## config.mk

```make
export PLATFORM = sky130hd
export DESIGN_NAME = uart_tx_arbiter
export DESIGN_NICKNAME = d
export VERILOG_FILES = /design/src/rtl/uart_tx_arbiter.sv
export SDC_FILE = /design/constraint.sdc
export NUM_CORES = 1
export LEC_CHECK = 0
export CORE_MARGIN = 4
export CORE_UTILIZATION = 40
export DETAILED_ROUTE_END_ITERATION = 12
export PLACE_DENSITY = 0.79
export SYNTH_ARGS = -nofsm -noshare
export SYNTH_HDL_FRONTEND = slang
export SYNTH_SLANG_ARGS = --single-unit
```

## constraint.sdc

```tcl
create_clock -name clk -period 2.6 [get_ports clk]
set_input_delay 0.39 -clock clk [delete_from_list [all_inputs] [get_ports clk]]
set_output_delay 0.39 -clock clk [all_outputs]
set_load 0.1 [all_outputs]
```

## src/rtl/uart_tx_arbiter.sv

```systemverilog
// Round-robin arbiter sharing one buart transmitter between NREQ producers.
// Define UART_ARB_LOCK_EN to let a requester keep the grant across bytes.
module uart_tx_arbiter #(
   parameter int NREQ = 4,
   parameter int GIDW = 2
) (
   input  logic              clk,
   input  logic              reset,
   input  logic [NREQ-1:0]   req_valid,
   input  logic [8*NREQ-1:0] req_data,
   input  logic [NREQ-1:0]   req_lock,
   output logic [NREQ-1:0]   req_ready,
   output logic [7:0]        uart_data,
   output logic              uart_wr,
   input  logic              uart_busy,
   output logic [GIDW-1:0]   grant_id,
   output logic              active,
   output logic [15:0]       tx_count
);

   typedef enum logic [1:0] {
      S_IDLE,
      S_WAIT,
      S_SEND,
      S_GAP
   } state_t;

   state_t          state;
   state_t          state_d;
   logic [GIDW-1:0] winner;
   logic [GIDW-1:0] idx;
   logic            found;
   logic            accept;
   logic            lock_q;

   // Search starts just past the last grant so every source gets a turn.
   always_comb begin
      found  = 1'b0;
      winner = grant_id;
      idx    = grant_id;
      if (lock_q) begin
         found = req_valid[grant_id];
      end else begin
         for (int k = 1; k <= NREQ; k++) begin
            idx = GIDW'((int'(grant_id) + k) % NREQ);
            if (!found && req_valid[idx]) begin
               found  = 1'b1;
               winner = idx;
            end
         end
      end
   end

   always_comb begin
      state_d   = state;
      req_ready = '0;
      accept    = 1'b0;
      unique case (state)
         S_IDLE: begin
            if (found && !reset) begin
               accept            = 1'b1;
               req_ready[winner] = 1'b1;
               state_d           = S_WAIT;
            end
         end
         S_WAIT: begin
            if (!uart_busy) state_d = S_SEND;
         end
         S_SEND:  state_d = S_GAP;
         S_GAP:   state_d = S_IDLE;
         default: state_d = S_IDLE;
      endcase
   end

   always_ff @(posedge clk or posedge reset) begin
      if (reset) state <= S_IDLE;
      else       state <= state_d;
   end

   always_ff @(posedge clk or posedge reset) begin
      if (reset) begin
         uart_data <= 8'h00;
         uart_wr   <= 1'b0;
         grant_id  <= GIDW'(NREQ - 1);
         tx_count  <= 16'h0000;
      end else begin
         uart_wr <= (state == S_WAIT) && !uart_busy;
         if (accept) begin
            uart_data <= req_data[8*winner +: 8];
            grant_id  <= winner;
         end
         if (state == S_SEND) tx_count <= tx_count + 16'd1;
      end
   end

`ifdef UART_ARB_LOCK_EN
   always_ff @(posedge clk or posedge reset) begin
      if (reset)       lock_q <= 1'b0;
      else if (accept) lock_q <= req_lock[winner];
   end
`else
   logic unused_lock;
   assign lock_q      = 1'b0;
   assign unused_lock = ^req_lock;
`endif

   assign active = (state != S_IDLE);

endmodule

```

==> metrics.txt <==
status=finished, final reports clean; Ys Warns=0; total number of vias=1,354; Port Buffers=70; worst-skew pair later-pin latency=270 ps; worst-margin pin slew=367.3 ps; final period utilization=93.77%; Die Ht=70.76 um; first-pass GRT wire length=6686 um; vias in the first global route=1,420; area post-placement=0.002364 mm^2; clock sink count=29; CTS Buffer Depth=2; Post-synth EDFFs=0; Slew Limit Fails=0; DP HPWL=3081 um; max-cap viol count=0; worst hold stages=1; Critical Path RT=2210 ps; Avg Cell Area, Syn=10.64 um^2; Critical Path End Type=primary output; f_max=410.2 MHz; Initial Util=42.08%; final setup vio count=0; slowest stage cell, crit path=dfstp_4; Synth Register Bits=29; share of layout cells above drive strength 1=28.63%; CTS tree=yes; Data arrival, critical path=2050 ps; number of H-tree levels=2; root buffer cell=clkbuf_8; final wirelength=3963 um; RSZ-0062 raised after global routing=no; number of diodes=0; Iter 0 DRT Violations=33; vias per inst=4.924; Netlist Area Pre-Place=0.001575 mm^2; post-route antenna net violation count=0; slowest stage delay, CP=660 ps; R2R depth=6; Remaining Overflow, GRT=0; critical path type=reg2out; # rows=22; worst vdd ir=0.0009676 V; Top FF cell, synth=dfrtp_1; CTS buffer count=5; antenna violations before repair=0; worst-path maximum fanout=9; post-CTS setup buffer count=0; total chip power=3111 uW; Startpoint Class=register; Mapped Cells=148; Core Region=0.003744 mm^2; worst hold path class=reg2reg; P_leak=0.001154 uW; CP Cell Sequence=mux2_4 > a222oi_1 > buf_4 > inv_4 > nor2_4 > buf_12; Tmin final=2438 ps; number of gates resized after CTS=0; die footprint=0.005006 mm^2; Post-layout nets=274; Total GRT Usage=16.66%; hold buffers post-CTS=0; Total Neg Setup Slack=0 ps; IO Pins=75; RePlAce Congestion=0.8214; drt first pass iters=4; Synth cell types=33; Post-synth ARST share=100.0%; clk slew on worst S/H paths=60 ps; syn_nets=195; die width=70.76 um; Rel. slew slack=75.51%; Final Hold Fails=0; clock skew=1.199 ps; sequential area share after synthesis=46.23%; WL/cell=14.41 um; fin area=0.002450 mm^2; pin count of the biggest net entering global routing=30; DRC violations left=0; Area Growth Syn to Fin=55.52%; PwrDens=1270 mW/mm^2
## state kept, by name, summed over array words and instances, names as in the netlist
register   flops
tx_count      16
uart_data      8
grant_id       2
state          2
uart_wr        1
## report_power, final
| part | total, uW | switching, uW | internal (uW) |
|---|---|---|---|
| logic | 2010 | 1450 | 564 |
| registers | 732 | 122 | 610 |
| clock network | 370 | 160 | 209 |
## cell usage after synthesis (all sizes together) (2+ instances only)
cell type,count,area (um^2)
a21oi,2,10.01
and3,5,31.28
buf,5,35.02
dfrtp,27,675.7
dfstp,2,52.55
ha,4,50.05
inv,11,41.29
mux2,3,37.53
mux2i,16,160.2
nand2,19,71.32
nand3,4,20.02
nand4,2,12.51
nor2,10,37.54
nor3,3,15.01
o21ai,3,15.01
o221ai,8,120.1
xnor2,10,87.58
xor2,5,43.79
## layer usage
| layer | share of wire, % | GRT usage [%] | vias up |
|---|---|---|---|
| met5 | 0 | 0 | - |
| met4 | 0.98 | 5.637 | 0 |
| met3 | 7.2 | 5.114 | 5 |
| met2 | 48 | 26.78 | 51 |
| met1 | 44 | 21.34 | 629 |
| li1 | - | - | 669 |
## worst paths after layout
check | startpoint | slack, ps | end
setup / recovery | grant_id[1]$_DFFE_PP1P_ | 160 | req_ready[2]
hold / removal | tx_count[15]$_DFFE_PP0P_ | 470 | tx_count[15]$_DFFE_PP0P_
setup reg to reg | grant_id[1]$_DFFE_PP1P_ | 400 | uart_data[0]$_DFFE_PP0P_
hold reg to reg | tx_count[15]$_DFFE_PP0P_ | 470 | tx_count[15]$_DFFE_PP0P_
max in group asynchronous | reset | 1770 | grant_id[0]$_DFFE_PP1P_
min in group asynchronous | reset | 520 | state[0]$_DFFE_PP0P_
## cell usage in the layout (no fill, tap or decap), types with 2 or more instances in the layout
cell type and n:
a21oi_1 2, and3_1 5, buf_12 4, buf_4 36
clkbuf_8 6, clkdlybuf4s50_1 38, dfrtp_1 27, ha_1 4
inv_1 10, mux2_2 2, mux2i_1 16, nand2_1 19
nand3_1 4, nand4_1 2, nor2_1 6, nor2_4 4
nor3_1 3, o21ai_1 2, o221ai_2 8, xnor2_1 10
xor2_1 5
## logic make-up (layout without fill, tap and decap cells)
kind of cell	after synthesis	in the layout	synth area share [%]
AOI/OAI and AO/OA	16	16	10.72
xor gates and xnor gates	15	15	8.340
adders and majority gates	4	4	3.177
buffers and inverters	17	96	5.082
DFF	29	29	46.23
muxes	19	19	12.55
and+or+nand+nor	48	48	13.90
## through the flow
stage / hold slack, ps / instances / setup WS, ps / utilization, %
2_1_floorplan: 455.6 / 148 / -90.39 / -
3_3_place_gp: 459.2 / 268 / 170.5 / 63.14
3_5_place_dp: 467.3 / 268 / 162.0 / 63.14
4_1_cts: 475.3 / 275 / 138.0 / 65.44
5_1_grt: 496.3 / 275 / 51.76 / 65.44
6_report: 468.5 / 275 / 162.0 / 65.44
## worst max-delay path, delay by kind of cell, from the launching register on
family                 cells  cell delay [ps]
flip-flops                 1              660
buffers and inverters      3              480
multiplexers               1              300
AO/OA/AOI/OAI              1              240
AND/OR/NAND/NOR            1               90
## cell type report
class / count / area (um^2)
clock buffers: 7 / 86.33
well taps: 48 / 60.06
repair buffers: 78 / 730.7
flip-flops and latches: 29 / 732.0
fillers: 336 / 1294
multi-input cells: 102 / 797.0
inverters: 11 / 43.79
No activity file was read; power rests on OpenSTA's default activity.
